`src/rtl/hc595_scan_scheduler_pkg.sv`:
```
// Shared definitions for the 74HC595 display scan scheduler:
//   - scan FSM state encoding
//   - frame and digit-count constants
//   - active-high 7-segment patterns, bit order {g,f,e,d,c,b,a}
//   - counter-width helper that stays >= 1 bit for tiny parameters
package hc595_scan_scheduler_pkg;

  typedef enum logic [1:0] {
    ST_LOAD  = 2'd0,
    ST_SHIFT = 2'd1,
    ST_LATCH = 2'd2,
    ST_HOLD  = 2'd3
  } scan_state_e;

  localparam int FRAME_BITS = 16;
  localparam int NUM_DIGITS = 6;

  localparam logic [6:0] SEG7_0     = 7'h3F;
  localparam logic [6:0] SEG7_1     = 7'h06;
  localparam logic [6:0] SEG7_2     = 7'h5B;
  localparam logic [6:0] SEG7_3     = 7'h4F;
  localparam logic [6:0] SEG7_4     = 7'h66;
  localparam logic [6:0] SEG7_5     = 7'h6D;
  localparam logic [6:0] SEG7_6     = 7'h7D;
  localparam logic [6:0] SEG7_7     = 7'h07;
  localparam logic [6:0] SEG7_8     = 7'h7F;
  localparam logic [6:0] SEG7_9     = 7'h6F;
  localparam logic [6:0] SEG7_BLANK = 7'h00;

  // Width of a down-counter that must hold values 0..n-1.
  function automatic int cnt_width(input int n);
    return (n <= 1) ? 1 : $clog2(n);
  endfunction

endpackage

```
`src/rtl/hc595_scan_scheduler_bcd_to_seg7.sv`:
```
// BCD digit + decimal point to 8-bit segment byte {dp,g,f,e,d,c,b,a}.
// Codes 10-15 light no segments; dp is passed through regardless.
// Ports:
//   bcd  in  4  BCD digit
//   dp   in  1  decimal point enable
//   seg  out 8  segment byte, polarity set by ACTIVE_LOW (0: lit = 1)
module bcd_to_seg7
  import hc595_scan_scheduler_pkg::*;
#(
  parameter int ACTIVE_LOW = 0
) (
  input  logic [3:0] bcd,
  input  logic       dp,
  output logic [7:0] seg
);

  logic [6:0] pat;

  always_comb begin
    pat = SEG7_BLANK;
    case (bcd)
      4'd0:    pat = SEG7_0;
      4'd1:    pat = SEG7_1;
      4'd2:    pat = SEG7_2;
      4'd3:    pat = SEG7_3;
      4'd4:    pat = SEG7_4;
      4'd5:    pat = SEG7_5;
      4'd6:    pat = SEG7_6;
      4'd7:    pat = SEG7_7;
      4'd8:    pat = SEG7_8;
      4'd9:    pat = SEG7_9;
      default: pat = SEG7_BLANK;
    endcase
  end

  assign seg = (ACTIVE_LOW != 0) ? ~{dp, pat} : {dp, pat};

endmodule

```
`src/rtl/hc595_scan_scheduler.sv`:
```
// Continuous scan scheduler driving a 16-bit 74HC595 chain for a 6-digit
// 7-segment display. Each slot loads one digit into a frame {seg, sel},
// shifts it out MSB first, pulses RCK, then holds before the next digit.
//
// state | meaning
// ------+---------------------------------------------------------------
// LOAD  | capture digit idx, dot, blank into the frame register (1 cycle)
// SHIFT | 16 bits out, SCK low then high for SCLK_DIV cycles per bit
// LATCH | RCK high for SCLK_DIV cycles
// HOLD  | display dwell for SCAN_HOLD cycles, idx advances on exit
//
// Ports:
//   clk_in        in   1   system clock
//   rst_n_in      in   1   async active-low reset
//   digit_bcd_in  in   24  six BCD digits, [3:0] = sec_ge ... [23:20] = hour_shi
//   dot_in        in   6   per-digit decimal point
//   blank_in      in   1   blank all digit selects in frames loaded while high
//   frame_busy    out  1   high during LOAD/SHIFT/LATCH
//   frame_done    out  1   one-cycle pulse when LATCH ends
//   rclk_out      out  1   595 RCK
//   sclk_out      out  1   595 SCK
//   sdio_out      out  1   595 SER
module hc595_scan_scheduler
  import hc595_scan_scheduler_pkg::*;
#(
  parameter int SCLK_DIV       = 4,
  parameter int SCAN_HOLD      = 12000,
  parameter int SEG_ACTIVE_LOW = 1,
  parameter int SEL_ACTIVE_LOW = 1
) (
  input  logic        clk_in,
  input  logic        rst_n_in,
  input  logic [23:0] digit_bcd_in,
  input  logic [5:0]  dot_in,
  input  logic        blank_in,
  output logic        frame_busy,
  output logic        frame_done,
  output logic        rclk_out,
  output logic        sclk_out,
  output logic        sdio_out
);

  // One shared down-counter times both the SCK half-periods and the dwell.
  localparam int TMR_MAX = (SCLK_DIV > SCAN_HOLD) ? SCLK_DIV : SCAN_HOLD;
  localparam int TW      = cnt_width(TMR_MAX);
  localparam int BW      = cnt_width(FRAME_BITS);

  localparam logic [TW-1:0] DIV_LD  = TW'(SCLK_DIV - 1);
  localparam logic [TW-1:0] HOLD_LD = TW'(SCAN_HOLD - 1);
  localparam logic [BW-1:0] BIT_LD  = BW'(FRAME_BITS - 1);
  localparam logic [2:0]    IDX_TOP = 3'(NUM_DIGITS - 1);

  scan_state_e            st_q, st_d;
  logic [TW-1:0]          tmr_q, tmr_d;
  logic [BW-1:0]          bit_q, bit_d;
  logic                   phase_q, phase_d;
  logic [2:0]             idx_q, idx_d;
  logic [FRAME_BITS-1:0]  frame_q, frame_d;
  logic                   done_d, busy_d, rclk_d, sclk_d, sdio_d;

  logic [23:0] bcd_sh;
  logic [5:0]  dot_sh;
  logic [7:0]  seg;
  logic [7:0]  sel_raw;
  logic [7:0]  sel;

  // Shift-based digit pick keeps the select in range for every idx encoding.
  assign bcd_sh  = digit_bcd_in >> {idx_q, 2'b00};
  assign dot_sh  = dot_in >> idx_q;
  assign sel_raw = blank_in ? 8'h00 : (8'h01 << idx_q);
  assign sel     = (SEL_ACTIVE_LOW != 0) ? ~sel_raw : sel_raw;

  bcd_to_seg7 #(
    .ACTIVE_LOW (SEG_ACTIVE_LOW)
  ) u_enc (
    .bcd (bcd_sh[3:0]),
    .dp  (dot_sh[0]),
    .seg (seg)
  );

  always_comb begin
    st_d    = st_q;
    tmr_d   = tmr_q;
    bit_d   = bit_q;
    phase_d = phase_q;
    idx_d   = idx_q;
    frame_d = frame_q;
    done_d  = 1'b0;

    case (st_q)
      ST_LOAD: begin
        frame_d = {seg, sel};
        st_d    = ST_SHIFT;
        tmr_d   = DIV_LD;
        bit_d   = BIT_LD;
        phase_d = 1'b0;
      end
      ST_SHIFT: begin
        if (tmr_q == '0) begin
          tmr_d = DIV_LD;
          if (!phase_q) begin
            phase_d = 1'b1;
          end else begin
            // End of a high phase: next bit appears as SCK drops.
            phase_d = 1'b0;
            if (bit_q == '0) begin
              st_d = ST_LATCH;
            end else begin
              bit_d   = bit_q - 1'b1;
              frame_d = {frame_q[FRAME_BITS-2:0], 1'b0};
            end
          end
        end else begin
          tmr_d = tmr_q - 1'b1;
        end
      end
      ST_LATCH: begin
        if (tmr_q == '0) begin
          st_d   = ST_HOLD;
          tmr_d  = HOLD_LD;
          done_d = 1'b1;
        end else begin
          tmr_d = tmr_q - 1'b1;
        end
      end
      ST_HOLD: begin
        if (tmr_q == '0) begin
          st_d  = ST_LOAD;
          idx_d = (idx_q == IDX_TOP) ? 3'd0 : idx_q + 3'd1;
        end else begin
          tmr_d = tmr_q - 1'b1;
        end
      end
      default: st_d = ST_LOAD;
    endcase

    // Pin outputs are registered from the next state so they never glitch.
    busy_d = (st_d != ST_HOLD);
    rclk_d = (st_d == ST_LATCH);
    sclk_d = (st_d == ST_SHIFT) && phase_d;
    sdio_d = (st_d == ST_SHIFT) ? frame_d[FRAME_BITS-1] : 1'b0;
  end

  always_ff @(posedge clk_in or negedge rst_n_in) begin
    if (!rst_n_in) begin
      st_q       <= ST_LOAD;
      tmr_q      <= '0;
      bit_q      <= '0;
      phase_q    <= 1'b0;
      idx_q      <= 3'd0;
      frame_q    <= '0;
      frame_busy <= 1'b0;
      frame_done <= 1'b0;
      rclk_out   <= 1'b0;
      sclk_out   <= 1'b0;
      sdio_out   <= 1'b0;
    end else begin
      st_q       <= st_d;
      tmr_q      <= tmr_d;
      bit_q      <= bit_d;
      phase_q    <= phase_d;
      idx_q      <= idx_d;
      frame_q    <= frame_d;
      frame_busy <= busy_d;
      frame_done <= done_d;
      rclk_out   <= rclk_d;
      sclk_out   <= sclk_d;
      sdio_out   <= sdio_d;
    end
  end

endmodule

```
`config.mk`:
```
export PLATFORM = sky130hd
export DESIGN_NAME = hc595_scan_scheduler
export DESIGN_NICKNAME = d
export VERILOG_FILES = /design/src/rtl/hc595_scan_scheduler_pkg.sv /design/src/rtl/hc595_scan_scheduler_bcd_to_seg7.sv /design/src/rtl/hc595_scan_scheduler.sv
export SDC_FILE = /design/constraint.sdc
export NUM_CORES = 1
export LEC_CHECK = 0
export CORE_MARGIN = 1.5
export CORE_UTILIZATION = 30
export CTS_BUF_LIST = sky130_fd_sc_hd__clkbuf_4
export CTS_CLUSTER_SIZE = 10
export DETAILED_ROUTE_END_ITERATION = 12
export GPL_ROUTABILITY_DRIVEN = 0
export GPL_TIMING_DRIVEN = 0
export PLACE_DENSITY_LB_ADDON = 0.08
export SKIP_LAST_GASP = 1
export SYNTH_ARGS = -nofsm -noshare
export SYNTH_HDL_FRONTEND = slang
export SYNTH_SLANG_ARGS = --single-unit
```
`constraint.sdc`:
```
create_clock -name clk_in -period 2.1 [get_ports clk_in]
set_input_delay 0.42 -clock clk_in [delete_from_list [all_inputs] [get_ports clk_in]]
set_output_delay 0.42 -clock clk_in [all_outputs]
set_load 0.01 [all_outputs]
```
-- Word-level counts from Yosys, hierarchy flattened
Memories as Yosys holds them, arrays and structs flattened.
Cells that the tools add are included.
- flip-flop bits (word level): 45
- latch bits: 0
- bits in writable memories: 0
- memory bits (read-only): 112
- input port bits: 33
- output and inout port bits: 5
- memories: 1
- $add $sub $neg: 3
- multiply operators: 0
- div/mod/pow operators: 0
- magnitude comparators: 0
- equality and inequality tests: 11
- shifts and indexed selects: 3
- multiplexer cells: 26
- bitwise gates (word level): 2
- reduce and logical (&&, ||, !) cells: 7
- memory list (name ; depth ; bits a word ; rd ports ; clocked after Yosys merged registers in ; write ports ; line ; text):
    (name not given) ; 16 ; 7 ; 1 ; 0 ; 0 ; hc595_scan_scheduler_bcd_to_seg7.sv:21 ; case (bcd)
- operators with widths (operator ; count):
    case mux 14 bit (4 select lines) ; 1
    2-to-1 mux 16 bit ; 3
    2-to-1 mux 14 bit ; 3
    case mux 16 bit (2 select lines) ; 1
    right shift 24 x 5 -> 4 bit ; 1
    inverter 8 bit ; 2
    zero test 14 bit ; 1
    subtractor 14 x 1 -> 14 bit, second input constant ; 1
    2-to-1 mux 4 bit ; 3
    2-to-1 mux 2 bit ; 5
    != test 2 bit, second input constant ; 5
    2-to-1 mux 8 bit ; 1
    case mux 2 bit (4 select lines) ; 1
    case mux 4 bit (2 select lines) ; 1
    left shift 1 x 3 -> 8 bit, first input constant ; 1
    == test 2 bit, second input constant ; 3
    right shift 6 x 3 -> 1 bit ; 1
    2-to-1 mux 1 bit ; 5
    == test 2 x 1 -> 1 bit, second input constant ; 2
    zero test 4 bit ; 1
    AND reduction 4 bit ; 1
    subtractor 4 x 1 -> 4 bit, second input constant ; 1
    adder 3 x 1 -> 3 bit, second input constant ; 1
    == test 3 bit, second input constant ; 1
    6 further kinds ; 6

-- Longest topological paths before layout
Gate-level depths: netlist (run 1).
- depth after elaboration: 7
- mapped depth: 11
- gate-level depth less buffers: 9

-- Modules after synthesis
A second synthesis (run 1) with hierarchy kept.
- cell total of the unflattened synthesis: 311
- area total of the unflattened synthesis: 2890.3 µm²
- modules (own cells, without submodules) (module ; times used ; cells an instance ; area each (µm²) ; sequential area each (µm²)):
    hc595_scan_scheduler ; 1 ; 282 ; 2696.3 ; 1126.1
    bcd_to_seg7 ; 1 ; 29 ; 193.9 ; 0.0

-- Worst setup path before layout (run 1)
Ideal clock, no wire load.
- path type: register to register
- start: reg idx_q[1]
- end: reg frame_q[9]
- library setup time: 0.126 ns
- arrival: 2.161 ns
- data required time: 1.974 ns
- slack: -0.187 ns
- stages on the path, launching flop included: 11
- path through: dfrtp_1 > buf_2 > clkbuf_1 > nor2b_1 > nand2_1 > o21ai_0 > o21ai_0 > ha_1 > a21bo_2 > a221oi_1 > a221o_1
- longest elaborated chain between the ends: 4
- ends and longest elaborated chain (what ; line ; text):
    start: declaration ; hc595_scan_scheduler.sv:57 ; logic [2:0] idx_q, idx_d;
    start signal: assignment ; hc595_scan_scheduler.sv:162 ; idx_q <= idx_d;
    right shift 24 x 5 -> 4 bit ; hc595_scan_scheduler.sv:68 ; assign bcd_sh = digit_bcd_in >> {idx_q, 2'b00};
    memory read (16 x 7 bit) ; n/a ;
    inverter 8 bit ; hc595_scan_scheduler_bcd_to_seg7.sv:36 ; assign seg = (ACTIVE_LOW != 0) ? ~{dp, pat} : {dp, pat};
    case mux 16 bit (2 select lines) ; hc595_scan_scheduler.sv:90 ; case (st_q)
    end signal: assignment ; hc595_scan_scheduler.sv:163 ; frame_q <= frame_d;
    end: declaration ; hc595_scan_scheduler.sv:58 ; logic [FRAME_BITS-1:0] frame_q, frame_d;
Every way passes these cells.
A chain may end at the register's enable or synchronous reset.

-- Worst setup path in the final report (run 1)
- start: reg idx_q[1]
- end: reg sdio_out
- longest elaborated chain between the ends: 4
- ends and longest elaborated chain (what ; line ; text):
    right shift 6 x 3 -> 1 bit ; hc595_scan_scheduler.sv:69 ; assign dot_sh = dot_in >> idx_q;
    inverter 8 bit ; hc595_scan_scheduler_bcd_to_seg7.sv:36 ;
    case mux 16 bit (2 select lines) ; hc595_scan_scheduler.sv:90 ;
    2-to-1 mux 1 bit ; hc595_scan_scheduler.sv:141 ; sdio_d = (st_d == ST_SHIFT) ? frame_d[FRAME_BITS-1] : 1'b0;
    named net sdio_d ; hc595_scan_scheduler.sv:59 ; logic done_d, busy_d, rclk_d, sclk_d, sdio_d;
    end signal: assignment ; hc595_scan_scheduler.sv:168 ; sdio_out <= sdio_d;
    end: declaration ; hc595_scan_scheduler.sv:40 ; output logic sdio_out
The timed path passes the listed nets, and every way through them passes these cells.

==> results of run 1 <==
==> where the power goes <==
group          leakage [nW]  switching (mW)  internal, mW  total (mW)
Clock                0.0433           0.288         0.261       0.549
Combinational         0.999          0.0654        0.0934       0.159
Sequential            0.549         0.00275         0.872       0.875
Total                  1.59           0.356          1.23        1.58
==> layout make-up <==
class | count | share of cell area, %
Multi-Input combinational cell | 217 | 44.77
Sequential cell | 45 | 30.49
Timing Repair Buffer | 57 | 15.53
Tap cell | 108 | 3.646
Buffer | 12 | 2.532
Clock buffer | 6 | 1.215
Clock inverter | 2 | 0.9115
Inverter | 9 | 0.9115
==> worst max-delay path: stages, from the launching register on <==
cell and delay, ns:
sky130_fd_sc_hd__dfrtp_2 0.46, sky130_fd_sc_hd__clkbuf_16 0.16, sky130_fd_sc_hd__buf_6 0.11, sky130_fd_sc_hd__buf_4 0.12, sky130_fd_sc_hd__mux4_2 0.29, sky130_fd_sc_hd__a221oi_1 0.53
sky130_fd_sc_hd__a311oi_2 0.11, sky130_fd_sc_hd__nor3_1 0.25
==> worst max-delay path by stage <==
stage	start	end	slack [ns]	depth (start not counted)
final	idx_q[1]$_DFFE_PN0P_	sdio_out$_DFF_PN0_	-0.02	7
after global routing	idx_q[1]$_DFFE_PN0P_	frame_q[9]$_DFFE_PN0P_	-0.13	8
after CTS	idx_q[1]$_DFFE_PN0P_	frame_q[9]$_DFFE_PN0P_	-0.06	8
after detailed placement	digit_bcd_in[21]	frame_q[9]$_DFFE_PN0P_	-0.51	8
after global placement	rst_n_in	frame_q[12]$_DFFE_PN0P_	-0.78	1
after floorplan	idx_q[0]$_DFFE_PN0P_	frame_q[9]$_DFFE_PN0P_	0.03	9
==> registers in the layout, summed over array words and instances, names as in the netlist <==
name and cells:
bit_q 4, rclk_out 1, sclk_out 1, frame_busy 1, tmr_q 14, frame_q 16, idx_q 3, sdio_out 1
st_q 2, phase_q 1, frame_done 1
==> through the flow <==
step,hold slack [ns],cells
after CTS,0.5022,450
after global placement,0.4672,430
after global routing,0.5263,456
after floorplan,0.1244,285
final,0.5065,456
after detailed placement,0.3932,431
==> metal layers <==
layer  share of wire [%]  vias to the layer above
li1                    -                     1168
met1                  48                     1123
met2                  47                       61
met3                 4.0                        7
met5                   0                        -
met4                 1.1                        0
==> kinds of logic after synthesis <==
kind of cell,Yosys count,share of synthesized area [%]
and+or+nand+nor,96,18.13
AOI/OAI and AO/OA,81,20.96
DFF,45,41.10
buffers and inverters,23,3.607
muxes,20,8.311
adders and majority gates,11,5.023
xor gates and xnor gates,9,2.877
==> timing repair <==
item,4_1_cts,5_1_grt
buffers inserted,10,9
gates resized for setup,26,24
hold buffers,1,0
pin swaps,9,13
hold endpoints to repair,17,0
setup endpoints to repair,14,34
==> cell usage after synthesis, types with 2 or more instances <==
cell and count:
sky130_fd_sc_hd__dfrtp_1 45, sky130_fd_sc_hd__nand2_1 29, sky130_fd_sc_hd__nor2_1 25, sky130_fd_sc_hd__a21oi_1 23, sky130_fd_sc_hd__ha_1 11, sky130_fd_sc_hd__o21ai_0 11, sky130_fd_sc_hd__mux2i_1 10, sky130_fd_sc_hd__inv_1 9
sky130_fd_sc_hd__a31oi_1 8, sky130_fd_sc_hd__mux2_2 8, sky130_fd_sc_hd__nor3_1 8, sky130_fd_sc_hd__xnor2_1 8, sky130_fd_sc_hd__a221o_1 7, sky130_fd_sc_hd__nand3_1 6, sky130_fd_sc_hd__clkbuf_1 5, sky130_fd_sc_hd__buf_2 4
sky130_fd_sc_hd__nor2b_1 4, sky130_fd_sc_hd__a21boi_0 3, sky130_fd_sc_hd__and2_1 3, sky130_fd_sc_hd__buf_1 3, sky130_fd_sc_hd__nand2b_1 3, sky130_fd_sc_hd__nand4_1 3, sky130_fd_sc_hd__a211o_1 2, sky130_fd_sc_hd__a21o_1 2
sky130_fd_sc_hd__a221oi_1 2, sky130_fd_sc_hd__a22oi_1 2, sky130_fd_sc_hd__a32oi_1 2, sky130_fd_sc_hd__a41oi_1 2, sky130_fd_sc_hd__buf_4 2, sky130_fd_sc_hd__nor3b_1 2, sky130_fd_sc_hd__nor4_1 2, sky130_fd_sc_hd__o211ai_1 2
sky130_fd_sc_hd__o31a_1 2, sky130_fd_sc_hd__o31ai_1 2, sky130_fd_sc_hd__or2_2 2
==> results.sh, run 1 <==
export IMPL_tritoncts="done"
export IMPL_synthDominantCellAreaShare_pct=41.10
export IMPL_worst_endpoint_required_ns=2.37
export IMPL_io_buffer_count=37
export IMPL_crit_type="register to register"
export IMPL_cp_max_fo=3
export IMPL_hold_path_startpoint="frame_q[15]$_DFF_PN0_"
export IMPL_setup_violations=2
export IMPL_netlist_top_cell_by_area="sky130_fd_sc_hd__dfrtp_1"
export IMPL_power_density_nw_per_um2=427.2
export IMPL_outcome="complete, but fails checks"
export IMPL_synth_sequential_area_ratio_pct=41.10
export IMPL_grt_pass1_vias=2340
export IMPL_floorplan_die_width_um=98.57
export IMPL_fraction_of_registers_with_async_set_reset_pct=100.0
export IMPL_die_height_um=98.57
export IMPL_synth_avg_cell_area_um2=9.614
export IMPL_floorplan_rows=34
export IMPL_max_slew_margin_pct=62.44
export IMPL_worstRegToRegCells=7
export IMPL_cp_end_kind="register"
export IMPL_maxSlewViolCount=0
export IMPL_synth_cell_area_um2=2740
export IMPL_multiInputGateArea_um2=1659
export IMPL_grt_met2_usage_pct=26.07
export IMPL_layout_commonest_cell="sky130_fd_sc_hd__dfrtp_1"
export IMPL_hp_class="register to register"
export IMPL_hpwl_mm=5.246
export IMPL_io_pins=38
export IMPL_ir_worst_vdd_mv=0.2154
export IMPL_tightest_slew_ns=0.5634
export IMPL_pre_cts_ws_ns=-0.5054
export IMPL_arrival_ns=2.39
export IMPL_number_of_synthesized_flops_with_an_enable_pin=0
export IMPL_grt_most_used_layer="met2"
export IMPL_yosys_cell_types_count=58
export IMPL_max_cap_violations=0
export IMPL_cts_root_buffer_cell="sky130_fd_sc_hd__clkbuf_4"
export IMPL_layout_cell_area_non_filler_um2=3706
export IMPL_global_route_usage_total_pct=15.39
export IMPL_fin_ws_ns=-0.01998
export IMPL_fill_cells=872
export IMPL_regArea_um2=1130
export IMPL_floorplan_initialDensity_pct=31.12
export IMPL_route_detailed_vias_per_inst=5.173
export IMPL_vias=2359
export IMPL_total_power_mw=1.583
export IMPL_mappedNetlistNets=329
export IMPL_report_final_hold_viol_count=0
export IMPL_setup_worst_path_start_class="register"
export IMPL_tritoncts_num_buffers=5
export IMPL_min_to="frame_q[15]$_DFF_PN0_"
export IMPL_numClockSinks=45
export IMPL_use_met3_pct=2.270
export IMPL_placed_cell_area_um2=3266
export IMPL_clock_latency_ns=0.36
export IMPL_drt_drc_violations_left=0
export IMPL_rsz0062_at_grt="yes"
export IMPL_grt_max_degree=29
export IMPL_layout_nets=391
export IMPL_layout_area_overhead_vs_synth_pct=35.25
export IMPL_drt_wl_total_mm=7.275
export IMPL_postRouteAntennaNets=0
export IMPL_finalWorstPathRequiredPeriod_ns=2.120
export IMPL_tns_ns=-0.03118
export IMPL_path_clk_slew_ns=0.13
export IMPL_drt_initial_drc_count=133
export IMPL_power_leakage_nw=1.592
export IMPL_antenna_found_initial=0
export IMPL_wire_length_of_the_first_global_routing_pass_mm=11.87
export IMPL_regToRegEndpoint="sdio_out$_DFF_PN0_"
export IMPL_synth_seq_cells=45
export IMPL_period_utilization_pct=101.0
export IMPL_netlist_instances=285
export IMPL_hold_path_depth=2
export IMPL_reg2reg_from="idx_q[1]$_DFFE_PN0P_"
export IMPL_layout_cells_most_common_list="sky130_fd_sc_hd__dfrtp_1, sky130_fd_sc_hd__clkdlybuf4s50_1, sky130_fd_sc_hd__nand2_1"
export IMPL_design_core_area_um2=8806
export IMPL_max_clock_freq_mhz=471.7
export IMPL_grt_util_met1_pct=20.56
export IMPL_final_layout_size_suffix_gt1_share_pct=22.70
export IMPL_skew_ns=0.008254
export IMPL_cts_root_to_sink_buffers=2
export IMPL_reg2reg_setup_slack_ns=-0.02
export IMPL_detailedRoute_firstPassIterationCount=4
export IMPL_synth_yosys_warnings=0
export IMPL_netlist_top_cells_area="sky130_fd_sc_hd__dfrtp_1, sky130_fd_sc_hd__ha_1, sky130_fd_sc_hd__a21oi_1"
export IMPL_layout_core_utilization_pct=42.09
export IMPL_n_antenna_cell=0
export IMPL_violations="negative setup slack"
export IMPL_cts_max_level=2
export IMPL_route_detailed_wl_per_inst_um=15.95
export IMPL_die_area_um2=9716
export IMPL_ys_dominant_reg_cell="sky130_fd_sc_hd__dfrtp_1"
export IMPL_grt_remaining_overflow=0
No activity file was read; power rests on OpenSTA's default activity.
==> run 2: changes to the inputs <==
- CORE_ASPECT_RATIO: default -> 2
==> run 2 against run 1 <==
  * Highest routed layer unchanged
  * Largest power group unchanged
  * Sequential power about the same
  * Global-route usage increased by 2.1 points
  * Combinational power decreased by 4%
  * Critical endpoint is now frame_q[13]$_DFFE_PN0P_
  * Sequential cell count unchanged
  * Final area decreased by 1.5%
  * The run still ends with negative setup slack left
==> results.sh, run 2 (synthesis results as in run 1) <==
export IMPL_worst_setup_endpoint="frame_q[13]$_DFFE_PN0P_"
export IMPL_antenna_found_initial=1
export IMPL_period_utilization_pct=101.1
export IMPL_fin_ws_ns=-0.02289
export IMPL_max_flop_register="frame_q"
export IMPL_hp_class="primary input to asynchronous set/reset pin"
export IMPL_clock_latency_ns=0.39
export IMPL_max_reg_flops=16
export IMPL_grt_util_met1_pct=16.80
export IMPL_io_pins=38
export IMPL_final_layout_size_suffix_gt1_share_pct=23.78
export IMPL_worst_endpoint_required_ns=2.37
export IMPL_max_cap_violations=0
export IMPL_power_density_nw_per_um2=413.6
export IMPL_detailedRoute_firstPassIterationCount=5
export IMPL_max_clock_freq_mhz=471.1
export IMPL_wire_length_of_the_first_global_routing_pass_mm=13.12
export IMPL_reg2reg_setup_slack_ns=-0.02
export IMPL_rsz0062_at_grt="yes"
export IMPL_route_detailed_wl_per_inst_um=17.95
export IMPL_ir_worst_vdd_mv=0.2537
export IMPL_timing_hold_ws_ns=0.4022
export IMPL_max_slew_margin_pct=61.02
export IMPL_cp_end_kind="register"
export IMPL_io_buffer_count=37
export IMPL_cts_max_level=2
export IMPL_use_met3_pct=1.968
export IMPL_tightest_slew_ns=0.5825
export IMPL_worstRegToRegCells=11
export IMPL_cts_root_to_sink_buffers=2
export IMPL_maxSlewViolCount=0
export IMPL_setup_worst_path_start_class="register"
export IMPL_global_route_usage_total_pct=17.46
export IMPL_finalWorstPathRequiredPeriod_ns=2.123
export IMPL_layout_cell_area_non_filler_um2=3651
export IMPL_floorplan_rows=49
export IMPL_drt_drc_violations_left=0
export IMPL_arrival_ns=2.39
export IMPL_hpwl_mm=6.127
export IMPL_tritoncts_num_buffers=5
export IMPL_placed_cell_area_um2=3258
export IMPL_tritoncts="done"
export IMPL_total_power_mw=1.510
export IMPL_setup_violations=3
export IMPL_design_core_area_um2=8951
export IMPL_report_final_hold_viol_count=0
export IMPL_skew_ns=0.02092
export IMPL_layout_cells_most_common_list="sky130_fd_sc_hd__dfrtp_1, sky130_fd_sc_hd__clkdlybuf4s50_1, sky130_fd_sc_hd__nand2_1"
export IMPL_regToRegEndpoint="frame_q[13]$_DFFE_PN0P_"
export IMPL_layout_area_overhead_vs_synth_pct=33.24
export IMPL_cp_max_fo=10
export IMPL_layout_core_utilization_pct=40.79
export IMPL_layout_commonest_cell="sky130_fd_sc_hd__dfrtp_1"
export IMPL_crit_path_cell_trace="buf_6 > clkbuf_16 > nor2b_2 > nand2_1 > o21ai_1 > o21ai_4 > inv_1 > ha_1 > a21o_1 > a32oi_1 > a31oi_1"
export IMPL_crit_type="register to register"
export IMPL_layout_nets=392
export IMPL_route_detailed_vias_per_inst=5.303
export IMPL_drt_wl_total_mm=8.114
export IMPL_grt_remaining_overflow=0
export IMPL_vias=2397
export IMPL_top_regs="frame_q x16, tmr_q x14, bit_q x4"
export IMPL_grt_met2_usage_pct=35.55
export IMPL_path_clk_slew_ns=0.17
export IMPL_outcome="complete, but fails checks"
export IMPL_die_height_um=138.2
export IMPL_worst_setup_path_startpoint="idx_q[1]$_DFFE_PN0P_"
export IMPL_floorplan_die_width_um=70.58
export IMPL_floorplan_initialDensity_pct=30.61
export IMPL_violations="negative setup slack"
export IMPL_reg2reg_from="idx_q[1]$_DFFE_PN0P_"
export IMPL_grt_max_degree=37
export IMPL_power_leakage_nw=1.576
export IMPL_fill_cells=912
export IMPL_critical_path_slowest_cell="sky130_fd_sc_hd__dfrtp_1"
export IMPL_cts_root_buffer_cell="sky130_fd_sc_hd__clkbuf_4"
export IMPL_numClockSinks=45
export IMPL_grt_most_used_layer="met2"
export IMPL_postRouteAntennaNets=0
export IMPL_grt_pass1_vias=2536
export IMPL_die_area_um2=9751
export IMPL_drt_initial_drc_count=123
export IMPL_cp_slowest_stage_delay_ns=0.40
## run 2: how the worst min path moves through the flow
stage	startpoint	endpoint	slack [ns]	cells past startpoint
floorplan	rst_n_in	bit_q[0]$_DFFE_PN0P_	0.12	0
global placement	frame_q[15]$_DFF_PN0_	frame_q[15]$_DFF_PN0_	0.46	2
detailed placement	rst_n_in	rclk_out$_DFF_PN0_	0.31	1
CTS	rst_n_in	rclk_out$_DFF_PN0_	0.41	2
global route	rst_n_in	rclk_out$_DFF_PN0_	0.40	2
finish	rst_n_in	rclk_out$_DFF_PN0_	0.40	2
## run 2: report_power, final
group | internal, mW | switching, mW
clock network | 0.139 | 0.341
logic | 0.0911 | 0.0624
registers | 0.873 | 0.00372
total | 1.10 | 0.407
## run 2: critical path, delay by kind of cell, from the launching register on
kind,cells,cell delay [ns]
adders and majority gates,1,0.21
buffers and inverters,3,0.39
DFF,1,0.40
AOI/OAI and AO/OA,5,0.80
and+or+nand+nor,2,0.21
## run 2: final cells by class
| type | instances | area, µm² | share of cell area [%] |
|---|---|---|---|
| Antenna cell | 1 | 2.502 | 0.06854 |
| Buffer | 13 | 111.4 | 3.050 |
| Clock buffer | 5 | 37.54 | 1.028 |
| Clock inverter | 3 | 25.02 | 0.6854 |
| Inverter | 9 | 33.78 | 0.9253 |
| Multi-Input combinational cell | 217 | 1648 | 45.13 |
| Sequential cell | 45 | 1131 | 30.98 |
| Tap cell | 102 | 127.6 | 3.496 |
| Timing Repair Buffer | 57 | 534.3 | 14.63 |
## run 2: timing repair
action,CTS,global route
cloned,0,0
pin swaps,5,6
hold buffers,1,0
buffers inserted,8,11
setup endpoints to repair,28,29
gates resized for setup,31,20
endpoints found under the hold margin,9,0
## run 2: per-layer routing
metal	share of wire, %	vias up
met5	0	-
met1	34	1162
met3	2.3	11
li1	-	1172
met4	2.8	0
met2	61	52
## run 2: metrics by stage
stage                     setup TNS (ns)  setup slack (ns)  std cells
after floorplan                        0           0.02703        285
after CTS                        -0.1084          -0.07973        441
after global placement            -40.05           -0.8132        424
after global routing             -0.7723           -0.1436        452
after detailed placement          -3.662           -0.6072        425
final                           -0.06039          -0.02289        452
==> run 3: changes to the inputs <==
- CTS_CLUSTER_SIZE: 10 -> default
- SYNTH_HIERARCHICAL: default -> 1
==> run 3 against run 2 <==
  * Combinational power grew 8%
  * The flow still finishes with violations (negative setup slack)
  * Critical endpoint is now tmr_q[9]$_DFFE_PN0N_
  * Die area rose by 5.3%
  * Clock-buffer cell count is the same
  * Largest cell class unchanged
==> results.sh, run 3 <==
export IMPL_post_synth_fa_ha_maj_area_fraction_pct=4.329
export IMPL_io_pins=38
export IMPL_layout_nets=441
export IMPL_ir_worst_vdd_mv=0.3280
export IMPL_netlist_instances=311
export IMPL_timing_critical_path_max_delay_family="simple AND/OR/NAND/NOR gates"
export IMPL_max_flop_register="frame_q"
export IMPL_crit_type="register to register"
export IMPL_numClockSinks=45
export IMPL_fin_ws_ns=-0.3113
export IMPL_io_buffer_count=37
export IMPL_route_detailed_vias_per_inst=5.508
export IMPL_postRouteAntennaNets=0
export IMPL_drt_initial_drc_count=81
export IMPL_skew_ns=0.006568
export IMPL_global_route_usage_total_pct=19.33
export IMPL_synth_most_common_cell="sky130_fd_sc_hd__dfrtp_1"
export IMPL_area_share_of_xor_xnor_cells_in_the_synthesized_design_pct=1.818
export IMPL_worst_endpoint_required_ns=2.38
export IMPL_outcome="complete, but fails checks"
export IMPL_cp_max_fo=4
export IMPL_layout_commonest_cell="sky130_fd_sc_hd__dfrtp_1"
export IMPL_multiInputGateArea_um2=1879
export IMPL_clock_latency_ns=0.38
export IMPL_power_leakage_nw=1.718
export IMPL_netlist_top_cells_area="sky130_fd_sc_hd__dfrtp_1, sky130_fd_sc_hd__ha_1, sky130_fd_sc_hd__o221a_1"
export IMPL_cts_root_buffer_cell="sky130_fd_sc_hd__clkbuf_4"
export IMPL_placed_cell_area_um2=3438
export IMPL_layout_cells_most_common_list="sky130_fd_sc_hd__dfrtp_1, sky130_fd_sc_hd__clkdlybuf4s50_1, sky130_fd_sc_hd__buf_4"
export IMPL_layout_area_overhead_vs_synth_pct=44.55
export IMPL_synth_top_family_by_area="compound AO/OA/AOI/OAI gates"
export IMPL_rsz0062_at_grt="yes"
export IMPL_synthDominantCellAreaShare_pct=38.96
export IMPL_design_core_area_um2=9384
export IMPL_path_clk_slew_ns=0.15
export IMPL_crit_path_cell_trace="inv_2 > ha_4 > or4b_4 > or4_4 > buf_8 > mux2_4 > o211a_1"
export IMPL_max_reg_flops=16
export IMPL_netlist_top_cell_by_area="sky130_fd_sc_hd__dfrtp_1"
export IMPL_route_detailed_wl_per_inst_um=18.79
export IMPL_floorplan_die_width_um=72.41
export IMPL_wire_length_of_the_first_global_routing_pass_mm=15.09
export IMPL_arrival_ns=2.70
export IMPL_floorplan_initialDensity_pct=30.80
export IMPL_synth_sequential_area_ratio_pct=38.96
export IMPL_finalWorstPathRequiredPeriod_ns=2.411
export IMPL_timing_hold_ws_ns=0.5020
export IMPL_layout_cell_area_non_filler_um2=4178
export IMPL_synth_cell_area_um2=2890
export IMPL_yosys_cell_types_count=59
export IMPL_power_density_nw_per_um2=357.4
export IMPL_tritoncts="done"
export IMPL_regArea_um2=1129
export IMPL_synthTopCellsByCount="sky130_fd_sc_hd__dfrtp_1, sky130_fd_sc_hd__nand2_1, sky130_fd_sc_hd__nor2_1, sky130_fd_sc_hd__inv_1"
export IMPL_tritoncts_num_buffers=5
export IMPL_fill_cells=940
export IMPL_cp_slowest_stage_delay_ns=0.53
export IMPL_post_synth_and_or_nand_nor_area_fraction_pct=20.22
export IMPL_cts_root_to_sink_buffers=2
export IMPL_grt_max_degree=29
export IMPL_grt_remaining_overflow=0
export IMPL_period_utilization_pct=114.8
export IMPL_critical_path_slowest_cell="sky130_fd_sc_hd__or4_4"
export IMPL_mappedNetlistNets=354
export IMPL_detailedRoute_firstPassIterationCount=4
export IMPL_top_regs="frame_q x16, tmr_q x14, bit_q x4"
export IMPL_critPathBufInv=2
export IMPL_die_area_um2=10270
export IMPL_cp_end_kind="register"
export IMPL_die_height_um=141.8
export IMPL_fraction_of_the_mapped_netlist_area_in_compound_gates_pct=23.64
export IMPL_grt_pass1_vias=2952
export IMPL_final_cell_count_no_fill=504
export IMPL_max_slew_margin_pct=37.70
export IMPL_tns_ns=-8.088
export IMPL_violations="negative setup slack"
export IMPL_worst_setup_path_startpoint="tmr_q[1]$_DFFE_PN0N_"
export IMPL_floorplan_rows=50
export IMPL_report_final_hold_viol_count=0
export IMPL_synth_yosys_warnings=6
export IMPL_setup_worst_path_start_class="register"
export IMPL_pre_cts_ws_ns=-0.6323
export IMPL_antenna_found_initial=1
export IMPL_cts_max_level=2
export IMPL_final_layout_size_suffix_gt1_share_pct=30.58
export IMPL_max_cap_violations=0
export IMPL_fraction_of_registers_with_async_set_reset_pct=100.0
export IMPL_vias=2776
export IMPL_numPlacedInstances=453
export IMPL_number_of_synthesized_flops_with_an_enable_pin=0
export IMPL_max_clock_freq_mhz=414.7
export IMPL_drt_wl_total_mm=9.470
export IMPL_hpwl_mm=6.568
export IMPL_post_synth_mux_area_share_pct=4.848
export IMPL_layout_core_utilization_pct=44.52
export IMPL_drt_drc_violations_left=0
export IMPL_hp_class="primary input to asynchronous set/reset pin"
export IMPL_synth_avg_cell_area_um2=9.293
export IMPL_total_power_mw=1.493
export IMPL_reg2reg_from="tmr_q[1]$_DFFE_PN0N_"
export IMPL_synth_seq_cells=45
export IMPL_tightest_slew_ns=0.9304
export IMPL_maxSlewViolCount=0
export IMPL_setup_violations=43
export IMPL_ys_dominant_reg_cell="sky130_fd_sc_hd__dfrtp_1"
## run 3: cell types whose count changed in the layout (fill, tap and decap cells not counted), sizes merged, moves of 5 or more
cell	change
a221o	-7
a2bb2oi	+7
clkbuf	+7
nand2	-6
o22ai	+5
inv	+8
buf	+22
o22a	+9
o221a	+11
nand2b	+7
a21oi	-9
## run 3: area by class of cell
class | count | share of cell area [%]
inverters | 21 | 2.037
multi-input cells | 225 | 44.98
flip-flops and latches | 45 | 27.01
repair buffers | 81 | 18.15
clock buffers | 5 | 0.8985
diodes | 1 | 0.05990
plain buffers | 19 | 3.324
clock inverters | 3 | 0.4193
well taps | 104 | 3.115
## run 3: final timing paths
check / endpoint / slack [ns] / cells past startpoint
setup reg to reg: tmr_q[9]$_DFFE_PN0N_ / -0.31 / 7
min in group clk_in: bit_q[1]$_DFFE_PN0P_ / 0.56 / 1
max in group asynchronous: idx_q[1]$_DFFE_PN0P_ / 1.07 / 3
hold reg to reg: bit_q[1]$_DFFE_PN0P_ / 0.56 / 1
setup / recovery: tmr_q[9]$_DFFE_PN0N_ / -0.31 / 7
hold / removal: tmr_q[0]$_DFFE_PN0N_ / 0.50 / 2
## run 3: logic make-up after synthesis
logic type | count (synthesis)
AO/OA/AOI/OAI | 89
AND/OR/NAND/NOR | 106
multiplexers | 13
XOR/XNOR | 6
flip-flops | 45
adder cells (fa/ha/maj) | 10
buffers and inverters | 42
## run 3: power by group
part	internal (mW)	switching, mW
clock network	0.127	0.323
logic	0.0962	0.0701
registers	0.873	0.00397
## run 3: what timing repair did
item / 4_1_cts / 5_1_grt
resized for setup: 47 / 38
gates cloned: 1 / 1
hold buffers: 1 / 0
endpoints found under the hold margin: 17 / 0
pin swaps: 19 / 18
endpoints found under the setup margin: 45 / 45
setup buffers: 28 / 13
## run 3: layer usage
layer / up-vias / share of wire, % / track usage [%]
met2: 63 / 59 / 37.87
met5: - / 0 / 0
met3: 15 / 2.4 / 2.486
met4: 0 / 3.0 / 9.533
li1: 1331 / - / -
met1: 1367 / 35 / 18.98
## run 3: worst register-to-register path, cell delays in order (launching register included)
cell	delay (ns)
sky130_fd_sc_hd__dfrtp_1	0.43
sky130_fd_sc_hd__inv_2	0.10
sky130_fd_sc_hd__ha_4	0.13
sky130_fd_sc_hd__or4b_4	0.48
sky130_fd_sc_hd__or4_4	0.53
sky130_fd_sc_hd__buf_8	0.15
sky130_fd_sc_hd__mux2_4	0.29
sky130_fd_sc_hd__o211a_1	0.20
